$ cat src/rtl/priority_frame_decoder3to8.sv
// Decodes a stream of encoded indices into one-hot beats and rebuilds each frame's
// request mask, beat count and strict-descending-order check.
module priority_frame_decoder3to8 #(
  parameter int IDX_W = 3,
  parameter int OUT_W = 1 << IDX_W,
  parameter int CNT_W = IDX_W + 1
) (
  input  logic             clk,
  input  logic             rst_n,
  input  logic             in_valid,
  output logic             in_ready,
  input  logic [IDX_W-1:0] in_idx,
  input  logic             in_last,
  output logic             dec_valid,
  output logic [OUT_W-1:0] dec_onehot,
  output logic             frame_valid,
  output logic [OUT_W-1:0] frame_mask,
  output logic [CNT_W-1:0] frame_count,
  output logic             order_err
);

  typedef enum logic [1:0] {IDLE, COLLECT, DONE} state_t;

  localparam logic [CNT_W-1:0] CNT_MAX = '1;
  localparam logic [CNT_W-1:0] CNT_ONE = CNT_W'(1);

  state_t             state_reg, state_next;
  logic [OUT_W-1:0]   onehot;
  logic               transfer;
  logic               first_beat;
  logic [OUT_W-1:0]   acc_mask_reg, acc_mask_next;
  logic [CNT_W-1:0]   acc_cnt_reg, acc_cnt_next;
  logic               acc_err_reg, acc_err_next;
  logic [IDX_W-1:0]   prev_idx_reg;

  genvar gi;
  generate
    for (gi = 0; gi < OUT_W; gi++) begin : g_onehot
      assign onehot[gi] = (in_idx == IDX_W'(gi));
    end
  endgenerate

  // Gating with rst_n keeps in_ready low while reset is held, not just after it.
  assign in_ready    = rst_n & (state_reg != DONE);
  assign transfer    = in_valid & in_ready;
  assign first_beat  = (state_reg == IDLE);
  assign frame_valid = (state_reg == DONE);

  always_comb begin
    state_next = state_reg;
    case (state_reg)
      IDLE:    if (transfer) state_next = in_last ? DONE : COLLECT;
      COLLECT: if (transfer && in_last) state_next = DONE;
      DONE:    state_next = IDLE;
      default: state_next = IDLE;
    endcase
  end

  always_comb begin
    acc_mask_next = acc_mask_reg | onehot;
    acc_cnt_next  = (acc_cnt_reg == CNT_MAX) ? acc_cnt_reg : acc_cnt_reg + CNT_ONE;
    acc_err_next  = acc_err_reg | (in_idx >= prev_idx_reg);
    if (first_beat) begin
      acc_mask_next = onehot;
      acc_cnt_next  = CNT_ONE;
      acc_err_next  = 1'b0;
    end
  end

  always_ff @(posedge clk or negedge rst_n) begin
    if (!rst_n) begin
      state_reg    <= IDLE;
      dec_valid    <= 1'b0;
      dec_onehot   <= '0;
      acc_mask_reg <= '0;
      acc_cnt_reg  <= '0;
      acc_err_reg  <= 1'b0;
      prev_idx_reg <= '0;
      frame_mask   <= '0;
      frame_count  <= '0;
      order_err    <= 1'b0;
    end else begin
      state_reg  <= state_next;
      dec_valid  <= transfer;
      dec_onehot <= transfer ? onehot : '0;
      if (transfer) begin
        acc_mask_reg <= acc_mask_next;
        acc_cnt_reg  <= acc_cnt_next;
        acc_err_reg  <= acc_err_next;
        prev_idx_reg <= in_idx;
        // Publish on the last beat so the result appears in the DONE cycle.
        if (in_last) begin
          frame_mask  <= acc_mask_next;
          frame_count <= acc_cnt_next;
          order_err   <= acc_err_next;
        end
      end
    end
  end

endmodule

$ cat config.mk
export PLATFORM = sky130hd
export DESIGN_NAME = priority_frame_decoder3to8
export DESIGN_NICKNAME = d
export VERILOG_FILES = /design/src/rtl/priority_frame_decoder3to8.sv
export SDC_FILE = /design/constraint.sdc
export NUM_CORES = 1
export LEC_CHECK = 0
export ABC_AREA = 1
export CAP_MARGIN = 10
export CORE_MARGIN = 2
export CORE_UTILIZATION = 45
export DETAILED_ROUTE_END_ITERATION = 10
export HOLD_SLACK_MARGIN = 0.03
export PLACE_DENSITY = 0.73
export REMOVE_ABC_BUFFERS = 1
export SLEW_MARGIN = 20
export SYNTH_ARGS = -nofsm -noshare
export SYNTH_HDL_FRONTEND = slang
export SYNTH_SLANG_ARGS = --single-unit
$ cat constraint.sdc
create_clock -name clk -period 1.6 [get_ports clk]
set_input_delay 0.32 -clock clk [delete_from_list [all_inputs] [get_ports clk]]
set_output_delay 0.32 -clock clk [all_outputs]
set_load 0.03 [all_outputs]
After elaboration in Yosys (flattened, before gate mapping)
Cells that the tools add are included.
{"block": "word_totals", "register_bits": 40, "in_bits": 7, "output_inout_bits": 24, "elab_cells": 43}
{"block": "op_classes", "addsub": 1, "order_cmp": 1, "n_eq_ne": 13, "mux": 9, "bitwise_logic": 4, "n_reduce_logical": 5}
{"cell": "2-to-1 mux 8 bit", "count": 2}
{"cell": "== test 3 bit (second input constant)", "count": 4}
{"cell": "2-to-1 mux 4 bit", "count": 2}
{"cell": "bitwise OR 8 bit", "count": 1}
{"cell": "== test 3 x 2 -> 1 bit (second input constant)", "count": 2}
{"cell": "2-to-1 mux 2 bit", "count": 3}
{"cell": "!= test 2 bit (second input constant)", "count": 3}
{"cell": "adder 4 x 1 -> 4 bit (second input constant)", "count": 1}
{"cell": "== test 4 bit (second input constant)", "count": 1}
{"cell": "one-hot mux 2 bit (2 select lines)", "count": 1}
{"cell": "AND reduction 2 bit", "count": 2}
{"cell": "== test 3 x 1 -> 1 bit (second input constant)", "count": 1}
{"cell": ">= comparator 3 bit", "count": 1}
{"cell": "logical NOT 3 bit", "count": 1}
{"cell": "AND 1 bit", "count": 2}
{"cell": "== test 2 x 1 -> 1 bit (second input constant)", "count": 1}
{"cell": "== test 2 bit (second input constant)", "count": 1}
{"cell": "logical NOT 2 bit", "count": 1}
{"cell": "logical AND 1 bit", "count": 1}
{"cell": "2-to-1 mux 1 bit", "count": 1}
{"cell": "bitwise OR 1 bit", "count": 1}

Depth between registers and ports, before layout
Gate-level depths: netlist of run 1.
{"block": "depth", "depth_word": 6, "mapped_depth": 8, "ltp_nobuf": 7}

Least setup slack after synthesis of run 1
OpenSTA, ideal clock, no wires.
{"block": "synth_path", "path_type": "register to register", "start": "register state_reg[1]", "end": "register frame_count[2]", "setup_ns": 0.118, "t_arrival_ns": 1.043, "required_ns": 1.482, "slack_ns": 0.440, "path_stages_with_launch": 8, "path_buffers": 1, "period_less_slack_ns": 1.160, "path_cell_list": "dfrtp_1 -> nand2_2 -> nand3_4 -> nor2_8 -> inv_2 -> buf_6 -> nand2_1 -> nand2_1"}
{"block": "synth_between", "elab_chain_len": 4, "elab_cells_between_ends": 6, "cone_classes": "eq/ne (1); mux (1); bitwise (2); reduce/logical (2)"}
{"element": "from (decl)", "line_no": "27", "text": "state_t state_reg, state_next;"}
{"element": "from (signal assigned)", "line_no": "83", "text": "state_reg <= state_next;"}
{"element": "!= test 2 bit", "line_no": "44", "text": "assign in_ready = rst_n & (state_reg != DONE);"}
{"element": "AND 1 bit", "line_no": "44"}
{"element": "AND 1 bit", "line_no": "45", "text": "assign transfer = in_valid & in_ready;"}
{"element": "AND reduction 2 bit (no line)"}
{"element": "to (signal assigned)", "line_no": "94", "text": "frame_count <= acc_cnt_next;"}
{"element": "to (decl)", "line_no": "18", "text": "output logic [CNT_W-1:0] frame_count,"}
Several ways; a longest one is shown, not always the timed one.
A chain may end at the register's enable or synchronous reset.

Worst setup path in the final report of run 1
{"block": "layout_path", "start": "register state_reg[0]", "end": "output frame_valid"}
{"block": "layout_between", "elab_chain_len": 1}
{"element": "== test 2 bit", "line_no": "47", "text": "assign frame_valid = (state_reg == DONE);"}
{"element": "to (decl)", "line_no": "16", "text": "output logic frame_valid,"}
No other way between the ends.

==> results of run 1 <==
-- final cells by class --
class / count / area, µm² / area share (%)
multi-input combinational: 133 / 618.1 / 27.32
timing repair buffer: 43 / 377.9 / 16.70
clock buffer: 5 / 68.82 / 3.042
clock inverter: 3 / 46.29 / 2.046
sequential: 40 / 1001 / 44.25
tap: 48 / 60.06 / 2.655
inverter: 24 / 90.09 / 3.982
-- logic make-up after synthesis --
kind of cell / Yosys count
AO/OA/AOI/OAI: 23
buffers and inverters: 29
AND/OR/NAND/NOR: 106
adder cells (fa/ha/maj): 4
flip-flops: 40
-- cell usage after synthesis, types with 2 or more instances --
master and n:
o21ai_1 2, dfrtp_1 40, nor2_1 17, buf_6 2
inv_1 21, ha_1 4, buf_4 2, nand3_1 15
nand2_1 69, o21ai_0 20, inv_2 3
-- stage by stage --
step	util, %	cells	power [mW]	area, µm²
final	61.33	296	2.766	2262
after global routing	61.33	296	2.913	2262
after CTS	61.30	296	2.800	2261
after detailed placement	58.68	287	2.008	2165
after global placement	58.68	287	1.986	2165
after floorplan	-	197	1.693	1709
-- worst max-delay path by stage --
stage	slack, ns	endpoint	start
finish	0.07	frame_valid	state_reg[0]
global route	0.004	frame_valid	state_reg[0]
CTS	0.03	frame_valid	state_reg[0]
detailed placement	-0.01	acc_err_reg	in_idx[2]
global placement	0.03	order_err	in_idx[2]
floorplan	0.36	frame_count[1]	state_reg[1]
-- critical path, stage by stage, from the launching register on --
cell             delay (ns)
dfrtp_1                0.40
inv_1                  0.07
nand2_2                0.05
inv_1                  0.05
clkdlybuf4s15_1        0.35
-- power breakdown --
group	internal [mW]	leakage [nW]	switching (mW)
Combinational	0.234	0.667	0.442
Clock	0.469	0.0548	0.367
Sequential	1.17	0.525	0.0855
Total	1.87	1.25	0.894
-- metal layers --
metal	up-vias	wire [µm]	GRT usage (%)
met3	7	165	4.600
li1	719	-	-
met4	0	59	6.888
met5	-	0	0
met2	33	1659	27.13
met1	653	1595	22.36
-- timing repair --
action / CTS / global route
setup endpoints to repair: 23 / 1
endpoints found under the hold margin: 5 / 0
hold buffers: 1 / 0
gates resized for setup: 23 / 1
==> results.md, run 1 <==
- Peak Freq: 0.6557 GHz
- Worst rel slew slack: 70.95%
- CP Max Fanout: 3
- Num CTS Buffers: 5
- Area delta synth->final: 29.14%
- Largest net degree at the start of global routing: 36
- Synth area leader: dfrtp_1
- Clk_lat worst skew: 0.30 ns
- Synth Flop Type: dfrtp_1
- Max-cap violations: 0
- Hold Fails Final Rpt: 0
- Tmin final: 1.525 ns
- Layout net count: about 260
- Total wire length: 3478 µm
- Synth Warn #: 0
- Num ports: 31
- Synth area leaders: dfrtp_1 (57%), nand2_1 (15%), o21ai_0 (5.7%), inv_1 (4.5%), nand3_1 (4.3%)
- FF-to-FF Start: state_reg[1]
- Synth Area in Compound Gates: 6.571%
- Sequential share of the synthesized area: 57.14%
- Avg Inst Size Synth: 8.672 µm²
- Crit Reg-Reg Endpoint: frame_count[1]
- Leak: 1.247 nW
- Synth Instances: 202
- Worst VDD drop: 0.6201 mV
- Share of cells above drive strength 1: 11.29%
- Unrepaired setup endpoints after global routing: false
- Fin Hold WS: 0.1387 ns
- GRT overflow: 0
- WP data required: 1.28 ns
- Die X-Extent: 66.39 µm
- Effective utilization at floorplan: 47.49%
- Fin worst setup slack: 0.07486 ns
- GRT Util Overall: 17.16%
- Slew @ Worst Pin: 0.4357 ns
- Async S/R FF share, synth: between 90% and 100%
- Pre-CTS setup slack: -0.01374 ns
- Slew Limit Fails: 0
- H-tree depth: 2
- Core area: 0.003689 mm²
- Critical path startpoint category: flop
- Clock slew at reported path FFs: 0.08 ns
- # fillers: 360
- Post-synth top area share: 57.14%
- Final ANT Viol Nets: 0
- Drt pass-1 iters: 4
- Initial DRC count: 65
- Pwr/cell area: 1223 mW/mm²
- Path depth of the worst reg2reg path: 7
- Setup Buffers After CTS: 0
- Final Cycle Share: 95.32%
- Wire per inst: 11.75 µm
- Post-Synthesis Cell Area: 0.001752 mm²
- Status: finished, final reports clean
- Hpwl dp: 2513 µm
- Post-Synth Simple-Gate Area: 25.86%
- Number of global-route vias before repair: 1,242
- Number of flops mapped to enable cells by yosys: 0
- R2R setup slack: 0.31 ns
- Hold Crit Class: input port to asynchronous set/reset pin
- Longest Clk Path Bufs: 2
- Setup Viol. Count Final: 0
- Routability Congestion: around 0.86
- PortBufs: 30
- Synth cell types: 18
- Die Span Y: roughly 66 µm
- CP Capture Type: primary output
- Vias per cell: 4.770
- Main combinational cell family by area after synthesis: simple AND/OR/NAND/NOR gates
- Flops & latches, synth: 40
- CTS tree: yes
- Die Footprint: around 0.0044 mm²
- Initial antenna violation count: 0
- Rows: 22
- Arr. time, crit path: 1.21 ns
- Mux contribution to synthesized area: 0%
- CTS root buf: clkbuf_8
- Most frequent cells in the layout: nand2_1 (69), dfrtp_1 (40), dlygate4sd2_1 (22)
- First-pass GRT wire length: 5602 µm
- # DRC: 0
- Synth Area in Adders: 2.857%
- Post-Synth XOR/XNOR Area: 0%
- Most common cell after layout, fill and taps aside: nand2_1
- Sink Count: 40
- Setup Crit Path Kind: flop to primary output
- Clock skew: 0.006343 ns
- Final setup TNS: 0 ns
- Via count: 1,412
- Ant diodes: 0
Note: power is estimated with default switching activity, not from simulation.
==> inputs of run 2 (changes only) <==
Clock period 1.6 ns to 1.9 ns, I/O delays scaled along.
==> run 2 against run 1 <==
Net effect: cell area shrank 2.0%; routed wire length fell by 6.5%; critical path depth rose by 1; register-to-register slack better by 0.28 ns; first-iteration DRC count grew 60%.
==> results.md, run 2 (same netlist as run 1, synthesis figures left out) <==
- CTS root buf: clkbuf_8
- Max-cap violations: 0
- Number of global-route vias before repair: 1,189
- Pwr/cell area: between 1000 and 1500 mW/mm²
- Effective utilization at floorplan: between 40 and 50%
- Clock slew at reported path FFs: 0.07 ns
- Total wire length: 3253 µm
- Core area: 0.003689 mm²
- PortBufs: 30
- Layout net count: ~250
- Setup Crit Path Kind: input port to primary output
- WP data required: 1.52 ns
- GRT Util Overall: 17.22%
- Peak Freq: 0.5812 GHz
- Path depth of the worst reg2reg path: 5
- Die Footprint: roughly 0.0044 mm²
- Final setup TNS: 0 ns
- Design area: approximately 0.0022 mm²
- Clock skew: 0.002773 ns
- Final Util: 60.07%
- FF-to-FF Start: state_reg[1]
- Initial antenna violation count: 0
- Worst rel slew slack: between 60% and 70%
- Most common cell after layout, fill and taps aside: nand2_1
- Num CTS Buffers: 5
- Wire per inst: 11.26 µm
- Initial DRC count: 104
- Fin cells: 289
- First-pass GRT wire length: 5595 µm
- Fin worst setup slack: 0.1793 ns
- Clk_lat worst skew: 0.29 ns
- Area delta synth->final: 26.50%
- Drt pass-1 iters: 4
- Final Cycle Share: 90.56%
- CP Capture Type: primary output
- Critical path startpoint category: input port
- GRT overflow: 0
- Ant diodes: 0
- Via count: roughly 1.4k
- R2R setup slack: around 0.59 ns
- Pre-CTS setup slack: 0.1297 ns
- Status: finished, final reports clean
- Hpwl dp: around 2200 µm
- Vias per cell: between 4 and 5
- Die Span Y: 66.39 µm
- Routability Congestion: 0.7877
- Die X-Extent: 66.39 µm
- # DRC: 0
- CP Max Fanout: 5
- Num ports: 31
- Share of cells above drive strength 1: 8.299%
- Leak: about 1.1 nW
- Most frequent cells in the layout: nand2_1 (69), dfrtp_1 (40), clkdlybuf4s50_1 (27)
- Placed cell areas: 0.002100 mm²
- Final ANT Viol Nets: 0
- Rows: 22
- Unrepaired setup endpoints after global routing: false
- Longest Clk Path Bufs: 2
- Crit Reg-Reg Endpoint: state_reg[0]
- Hold Fails Final Rpt: 0
- Total Power: 2.328 mW
- Slew Limit Fails: 0
- Hold Crit Class: input port to asynchronous set/reset pin
- Fin Hold WS: 0.4369 ns
- Arr. time, crit path: ~1.3 ns
- Setup Viol. Count Final: 0
- Slew @ Worst Pin: 0.4657 ns
- Inst Count DP: 280
- Worst VDD drop: 0.5817 mV
- H-tree depth: 2
- Largest net degree at the start of global routing: 39
- Sink Count: 40
- CTS tree: yes
- Tmin final: around 1.7 ns
[run 2: how the worst max path moves through the flow]
stage                       from             end  slack (ns)  depth (start not counted)
floorplan           state_reg[1]  frame_count[1]        0.66                          6
global placement       in_idx[2]     acc_err_reg        0.17                          6
detailed placement     in_idx[2]     acc_err_reg        0.13                          6
CTS                        rst_n        in_ready        0.16                          5
global route               rst_n        in_ready        0.12                          5
finish                     rst_n        in_ready        0.18                          5
[run 2: layout make-up]
| cell class | instances | area [µm²] |
|---|---|---|
| well taps | 48 | 60.06 |
| fillers | 345 | 1473 |
| flip-flops and latches | 40 | 1001 |
| clock inverters | 2 | 35.03 |
| multi-input cells | 133 | 618.1 |
| repair buffers | 36 | 339.1 |
| clock buffers | 6 | 72.57 |
| inverters | 24 | 90.09 |
[run 2: what timing repair did]
item,in CTS,in global routing
resized for setup,1,0
hold buffers,1,0
setup buffers,0,0
setup endpoints to repair,1,0
hold endpoints to repair,2,0
[run 2: metal layers]
layer	global-route usage [%]	up-vias	wire, µm
met5	0	-	0
met1	23.88	624	1638
met4	6.888	0	53
met3	4.089	7	130
li1	-	705	-
met2	26.00	25	1431
[run 2: report_power, final]
part	internal [mW]	switching (mW)	total, mW
clock network	0.390	0.289	0.678
logic	0.231	0.363	0.593
registers	0.984	0.0720	1.06
total	1.60	0.723	2.33
[run 2: critical path, cell delays in order]
cell and delay, ns:
dlygate4sd3_1 0.53, buf_2 0.17, nand2_1 0.07, inv_1 0.03, buf_4 0.15
==> inputs of run 3 (changes only) <==
Settings changed: CAP_MARGIN 10 to unset, SLEW_MARGIN 20 to 10.
==> results of run 3 <==
The final DEF is identical to that of run 2; final timing and power are the same.
